File: config.mk
export PLATFORM = sky130hd
export DESIGN_NAME = mem_port_arbiter
export DESIGN_NICKNAME = d
export VERILOG_FILES = /design/src/rtl/mem_port_arbiter.sv
export SDC_FILE = /design/constraint.sdc
export NUM_CORES = 1
export LEC_CHECK = 0
export ABC_AREA = 1
export CAP_MARGIN = 20
export CORE_AREA = 5 5 120 122
export CTS_BUF_LIST = sky130_fd_sc_hd__clkbuf_4
export DETAILED_ROUTE_END_ITERATION = 16
export DIE_AREA = 0 0 125 127
export GPL_ROUTABILITY_DRIVEN = 0
export GPL_TIMING_DRIVEN = 0
export MAX_ROUTING_LAYER = met4
export PLACE_DENSITY = 0.93
export SLEW_MARGIN = 20
export SYNTH_ARGS = -nofsm -noshare
export SYNTH_HDL_FRONTEND = slang
export SYNTH_SLANG_ARGS = --single-unit
File: constraint.sdc
create_clock -name clk -period 1.5 [get_ports clk]
set_clock_uncertainty 0.05 [all_clocks]
set_input_delay 0.3 -clock clk [delete_from_list [all_inputs] [get_ports clk]]
set_output_delay 0.3 -clock clk [all_outputs]
set_load 0.005 [all_outputs]
File: src/rtl/mem_port_arbiter.sv
// Single-port memory arbiter between instruction fetch and data access.
// Round-robin on ties, fixed MEM_LAT access window, one-cycle ack pulse.
module mem_port_arbiter #(
    parameter int unsigned AW      = 32,
    parameter int unsigned DW      = 32,
    parameter int unsigned MEM_LAT = 2
) (
    input  logic          clk,
    input  logic          reset,
    input  logic          if_req,
    input  logic [AW-1:0] if_addr,
    output logic          if_ack,
    output logic [DW-1:0] if_rdata,
    input  logic          d_req,
    input  logic          d_we,
    input  logic [AW-1:0] d_addr,
    input  logic [DW-1:0] d_wdata,
    output logic          d_ack,
    output logic [DW-1:0] d_rdata,
    output logic          mem_en,
    output logic          mem_we,
    output logic [AW-1:0] mem_addr,
    output logic [DW-1:0] mem_wdata,
    input  logic [DW-1:0] mem_rdata,
    output logic          busy,
    output logic          owner
);

    localparam int unsigned CNT_W = 4;
    localparam logic [CNT_W-1:0] CNT_INIT = CNT_W'(MEM_LAT - 1);

    typedef enum logic [1:0] {
        IDLE   = 2'd0,
        ACCESS = 2'd1,
        RESP   = 2'd2
    } state_t;

    state_t           state_q, state_d;
    logic [CNT_W-1:0] cnt_q, cnt_d;
    logic             last_q, last_d;
    logic             owner_d;
    logic             busy_d;
    logic             mem_en_d;
    logic             mem_we_d;
    logic [AW-1:0]    mem_addr_d;
    logic [DW-1:0]    mem_wdata_d;
    logic             if_ack_d;
    logic             d_ack_d;
    logic [DW-1:0]    if_rdata_d;
    logic [DW-1:0]    d_rdata_d;
    logic             gnt_data;

    // State and output registers; reset abandons any access in flight.
    always_ff @(posedge clk) begin
        if (!reset) begin
            state_q   <= IDLE;
            cnt_q     <= '0;
            last_q    <= 1'b0;
            owner     <= 1'b0;
            busy      <= 1'b0;
            mem_en    <= 1'b0;
            mem_we    <= 1'b0;
            mem_addr  <= '0;
            mem_wdata <= '0;
            if_ack    <= 1'b0;
            d_ack     <= 1'b0;
            if_rdata  <= '0;
            d_rdata   <= '0;
        end else begin
            state_q   <= state_d;
            cnt_q     <= cnt_d;
            last_q    <= last_d;
            owner     <= owner_d;
            busy      <= busy_d;
            mem_en    <= mem_en_d;
            mem_we    <= mem_we_d;
            mem_addr  <= mem_addr_d;
            mem_wdata <= mem_wdata_d;
            if_ack    <= if_ack_d;
            d_ack     <= d_ack_d;
            if_rdata  <= if_rdata_d;
            d_rdata   <= d_rdata_d;
        end
    end

    // On a tie the port that did not win last time gets the grant.
    assign gnt_data = d_req && (!if_req || !last_q);

    always_comb begin
        state_d     = state_q;
        cnt_d       = cnt_q;
        last_d      = last_q;
        owner_d     = owner;
        busy_d      = busy;
        mem_en_d    = mem_en;
        mem_we_d    = mem_we;
        mem_addr_d  = mem_addr;
        mem_wdata_d = mem_wdata;
        if_ack_d    = 1'b0;
        d_ack_d     = 1'b0;
        if_rdata_d  = if_rdata;
        d_rdata_d   = d_rdata;

        case (state_q)
            IDLE: begin
                busy_d   = 1'b0;
                mem_en_d = 1'b0;
                mem_we_d = 1'b0;
                if (if_req || d_req) begin
                    mem_addr_d  = gnt_data ? d_addr : if_addr;
                    mem_wdata_d = gnt_data ? d_wdata : '0;
                    mem_we_d    = gnt_data && d_we;
                    mem_en_d    = 1'b1;
                    busy_d      = 1'b1;
                    owner_d     = gnt_data;
                    last_d      = gnt_data;
                    cnt_d       = CNT_INIT;
                    state_d     = ACCESS;
                end
            end
            ACCESS: begin
                if (cnt_q == '0) begin
                    if (!mem_we) begin
                        if (owner) begin
                            d_rdata_d = mem_rdata;
                        end else begin
                            if_rdata_d = mem_rdata;
                        end
                    end
                    d_ack_d  = owner;
                    if_ack_d = !owner;
                    mem_en_d = 1'b0;
                    mem_we_d = 1'b0;
                    state_d  = RESP;
                end else begin
                    cnt_d = cnt_q - CNT_W'(1);
                end
            end
            RESP: begin
                busy_d  = 1'b0;
                state_d = IDLE;
            end
            default: begin
                busy_d   = 1'b0;
                mem_en_d = 1'b0;
                mem_we_d = 1'b0;
                state_d  = IDLE;
            end
        endcase
    end

endmodule

# After elaboration in Yosys (flattened, before gate mapping)
# Index checks and enable logic that the tools add are counted.
# op_classes
n_addsub	1
mul	0
n_div	0
order_cmp	0
n_eq_ne	5
shift	0
n_mux	14
bitwise_logic	3
n_reduce_logical	16
# ops
operator	count
two-way mux 32 bit	2
two-way mux 4 bit	2
case mux 4 bit (2 select lines)	1
AND reduction 4 bit	2
inequality test 2 bit, second input constant	3
case mux 1 bit (3 select lines)	2
AND reduction 2 bit	3
AND reduction 3 bit	2
zero test 4 bit	1
two-way mux 2 bit	2
case mux 2 bit (2 select lines)	1
subtractor 4 x 1 -> 4 bit, second input constant	1
two-way mux 1 bit	3
NOT 1 bit	3
equality test 2 x 1 -> 1 bit, second input constant	1
equality test 2 bit, second input constant	1
logical AND 1 bit	2
zero test 1 bit	2
zero test 2 bit	1
logical OR 1 bit	2
case mux 1 bit (2 select lines)	1
nonzero test 2 bit	1
# word_totals
ff_bits	140
latch_bits	0
ramBits	0
rom_bits	0
inputBits	133
word_cells	51
mem_count	0

# Depth between registers and ports, before layout
# depth
word_depth	6
ltp_mapped	9

# Worst setup path after synthesis
# OpenSTA, ideal clock, no wires.
# synth_path
path_kind	flip-flop to flip-flop
start	register cnt_q[0]
end	register d_rdata[0]
setup_time_ps	114
arrival_ps	1151
required_time_ps	1336
path_slack_ps	185
stages_incl_launch_ff	9
path_buffers	1
period_less_slack_ps	1315
path_cell_list	dfxtp_1 -> inv_1 -> ha_1 -> nand2_1 -> nor2_2 -> nand2_2 -> buf_2 -> o21bai_1 -> nor2_1
# synth_via
elab_chain_len	2
# synth_lines
item	line	text
start, declared	39	logic [CNT_W-1:0] cnt_q, cnt_d;
start signal, assigned	71	cnt_q <= cnt_d;
zero test 4 bit	122	if (cnt_q == '0) begin
AND reduction 4 bit (no source line)	n/a	
end signal, assigned	82	d_rdata <= d_rdata_d;
end, declared	19	output logic [DW-1:0] d_rdata,
# Every way passes these cells.
# A chain may end at the register's enable or synchronous reset.

# Worst setup path in the final report
# layout_path
start	register cnt_q[0]
end	register d_rdata[4]
# The elaborated chain is that of the path after synthesis.

==> reports/results.txt <==
In the final routed layout, each cell accounts on average for 16.4 microns. The final layout contains 1101 nets. The number of placed I/O pins is 267, and the total number of yosys warnings is 0.

The classification of the worst-slack hold path was input port to flop. The hold violation total from the final report came out at 0. In this run the critical register-to-register path is captured at d_rdata[4]. Entering global routing, the biggest net connects 17 pins.

The cell depth of the worst min-delay path was 3; the average footprint of a synthesized cell was 7.96 sq um. The total of fill cells in the finished design is 1063. Leading area contributor after synthesis: sky130_fd_sc_hd__dfxtp_1.

The shortest clock period the worst path allows after layout was 1490 ps. From bottom edge to top edge, the die measures 127 microns. Setup repair after global routing could not meet its margin everywhere. Max-cap violations in this run came to 0. Measured along the x axis, the die boundary spans 125 microns.

The run gives 0.000560 V as the maximum vdd drop. The run gives 0 ps as the setup TNS after final layout. The critical path is of the flop to flop type. The tools report the launch point of the worst reg-to-reg path as cnt_q[0].

The detail route stage leaves a number of antenna-violating nets equal to 0. Counting every net in the synthesized netlist gives 796. Timing would allow up to 0.671 GHz. The logs give 22.8% for the global-route usage over all layers and 63.0 ps for the worst hold margin. Endpoint class of the critical path: a flop. The later pin in the worst-skew pair is clocked with a latency of 530 ps. For the worst flop-to-flop path, the logic depth is 9. The count of final max-slew check failures is 0. Counting every sink on the clock net gives 140. The quantity of I/O buffers inserted on ports is 265.

Relative to the synthesized area, the layout overhead comes to 58.6%. The root cell of the clock tree was sky130_fd_sc_hd__clkbuf_4. After detailed routing, the number of remaining DRC violations is 0. End of the worst hold path: cnt_q[0]. Setup violations remaining at the end of the flow were counted as 0. Count of vias placed by the detailed router: 5727.

STA classifies the critical path startpoint as a flop. The data arrival time of the critical path was 1900 ps; the sum of overflow across all layers after global routing was 0. In this run, CTS created clock tree buffers numbering 17. The tools report the pre-CTS worst setup slack as -455 ps. In this run, the number of DRC markers left after iteration 0 of detailed routing was 326. TritonCTS built the clock tree. In the routed layout, each cell is associated on average with a via count of 4.96. The clock passes through at most 2 buffers. The slack of the worst reg-to-reg path was 10 ps; the netlist area before placement was 5260 sq um. The initialized floorplan defines 42 standard-cell rows. The initial utilization of the core area, before any placement, comes to 40.2%. The internal portion of the total power is 0.00632 W.

The total die area came out at 15900 sq um. Leaving out fill and tap cells, the most frequent cell in the layout is sky130_fd_sc_hd__nor2_1. CTS built an H-tree with a depth of 4. The first global-routing pass estimated 27900 microns of wire. The via count of the first global-routing pass came out at 5659. The initial antenna violation count is 1.

The power per standard cell area works out to 1090 nW/um^2. The worst path meets setup with 10.4 ps of slack. Per report_power, the sequential group accounts for 48.8% of the total. The run finished with clean final reports.

Headroom to the max-slew limit came out at 69.0%. The first detailed-routing pass ran for 5 iterations. Of the post-synthesis cell area, the dominant cell type holds 53.3%. Ranked by total cell area, the synthesized netlist is headed by sky130_fd_sc_hd__dfxtp_1, sky130_fd_sc_hd__nor2_1, sky130_fd_sc_hd__o21bai_1. The transition time at the pin with the least slew margin is 464 ps. Net switching is 30.2% of the power.

Hold repair after CTS inserted 0 buffers. Wires add up to 18900 microns. Counting flops and latches in the post-synthesis netlist gives 140. In this run, the combinational gates consume 25.5% of the power. The post-route fraction of the period consumed by the critical path works out to 99.3%. In this run the power spent charging and discharging nets is 0.00273 W. The clock slew at the register clock pins of the worst setup and hold paths is 120 ps. Synthesis handed over a netlist of 661 instances. The run gives 3.68 nW as the leakage power summed over all cells. The area inside the core boundary is 13100 sq um, and the peak fanout along the critical path is 6.

Distinct cell type count after synthesis: 21. The share of the Yosys chip area taken by registers is 53.3%. At the worst endpoint, the required time is 1910 ps. The final core utilization was 63.7%; the half-perimeter wire length of the detailed placement result was 13800 microns. The top cell types in the final layout, fill and taps aside, are sky130_fd_sc_hd__nor2_1, sky130_fd_sc_hd__dfxtp_2, sky130_fd_sc_hd__clkdlybuf4s50_1. The worst hold path startpoint is reset. Of the total power, the clock network draws 25.8%.

The fraction of layout instances using a drive strength above 1 was 36.3%.
## how the worst max path moves through the flow
stage / end / depth (start not counted) / from
2_1_floorplan: d_rdata[0] / 8 / cnt_q[0]
3_5_place_dp: mem_wdata[15] / 6 / d_req
5_1_grt: if_rdata[18] / 9 / cnt_q[0]
6_report: d_rdata[4] / 9 / cnt_q[0]
3_3_place_gp: mem_addr[30] / 8 / if_req
4_1_cts: if_rdata[0] / 9 / cnt_q[0]
## cells in the mapped netlist, drive strengths merged
master	number
nor3	3
o21ai	65
nand3	37
ha	2
or2	2
o21bai	64
clkbuf	16
inv	11
a21oi	6
dfxtp	140
buf	26
nor2	172
nand2	117
## flip-flops by register name (all words and copies together), names as in the netlist
signal,flops
d_rdata,32
if_rdata,32
mem_addr,32
mem_wdata,32
cnt_q,4
state_q,2
busy,1
d_ack,1
if_ack,1
last_q,1
mem_en,1
mem_we,1
## power by group through the flow
stage | sequential (W) | clock [W] | combinational, W
detailed placement | 0.00442 | 0 | 0.00236
global route | 0.00446 | 0.00254 | 0.00252
floorplan | 0.00444 | 0 | 0.000907
finish | 0.00442 | 0.00233 | 0.00231
global placement | 0.00440 | 0 | 0.00231
CTS | 0.00440 | 0.00239 | 0.00223
## timing repair
| item | in CTS | in global routing |
|---|---|---|
| resized for setup | 462 | 170 |
| endpoints found under the setup margin | 215 | 230 |
| pin swaps | 0 | 8 |
| setup buffers | 10 | 8 |
| cloned | 0 | 3 |
| endpoints found under the hold margin | 0 | 0 |
## area by class of cell
class | instances | area [sq um] | area share [%]
inverter | 11 | 51.3 | 0.615
timing repair buffer | 286 | 2260 | 27.2
clock buffer | 18 | 135 | 1.62
clock inverter | 13 | 126 | 1.52
buffer | 42 | 312 | 3.74
tap | 176 | 220 | 2.64
antenna | 1 | 2.50 | 0.0300
multi-input combinational | 468 | 2260 | 27.1
sequential | 140 | 2970 | 35.6
## through the flow
| step | power, W | std cells | cell area, sq um |
|---|---|---|---|
| floorplan | 0.00534 | 661 | 5260 |
| global placement | 0.00671 | 1102 | 8130 |
| detailed placement | 0.00678 | 1102 | 8130 |
| CTS | 0.00902 | 1143 | 8580 |
| global route | 0.00953 | 1155 | 8340 |
| finish | 0.00905 | 1155 | 8340 |
## critical path, cell delays in order, from the launching register on
cell and delay (ps):
sky130_fd_sc_hd__dfxtp_2 350, sky130_fd_sc_hd__inv_2 80, sky130_fd_sc_hd__ha_4 140, sky130_fd_sc_hd__nand2_4 60, sky130_fd_sc_hd__nor2_4 160, sky130_fd_sc_hd__nand2_4 120
sky130_fd_sc_hd__inv_6 120, sky130_fd_sc_hd__clkbuf_16 150, sky130_fd_sc_hd__nor2_1 50, sky130_fd_sc_hd__nor2_1 140
## metal layers
layer | share of wire [%] | routed length (microns) | global-route usage (%)
met1 | 37 | 7050 | 23.3
met2 | 51 | 9740 | 41.2
met3 | 8.3 | 1580 | 6.84
met4 | 3.0 | 561 | 9.18
met5 | 0 | 0 | -
## cells by family after synthesis
| family | count (synthesis) | synth area share, % |
|---|---|---|
| compound gates | 135 | 16.1 |
| fa+ha+maj | 2 | 0.476 |
| buf+inv | 53 | 4.95 |
| flops | 140 | 53.3 |
| simple gates | 331 | 25.2 |
Power figures use the tool's default switching activity.
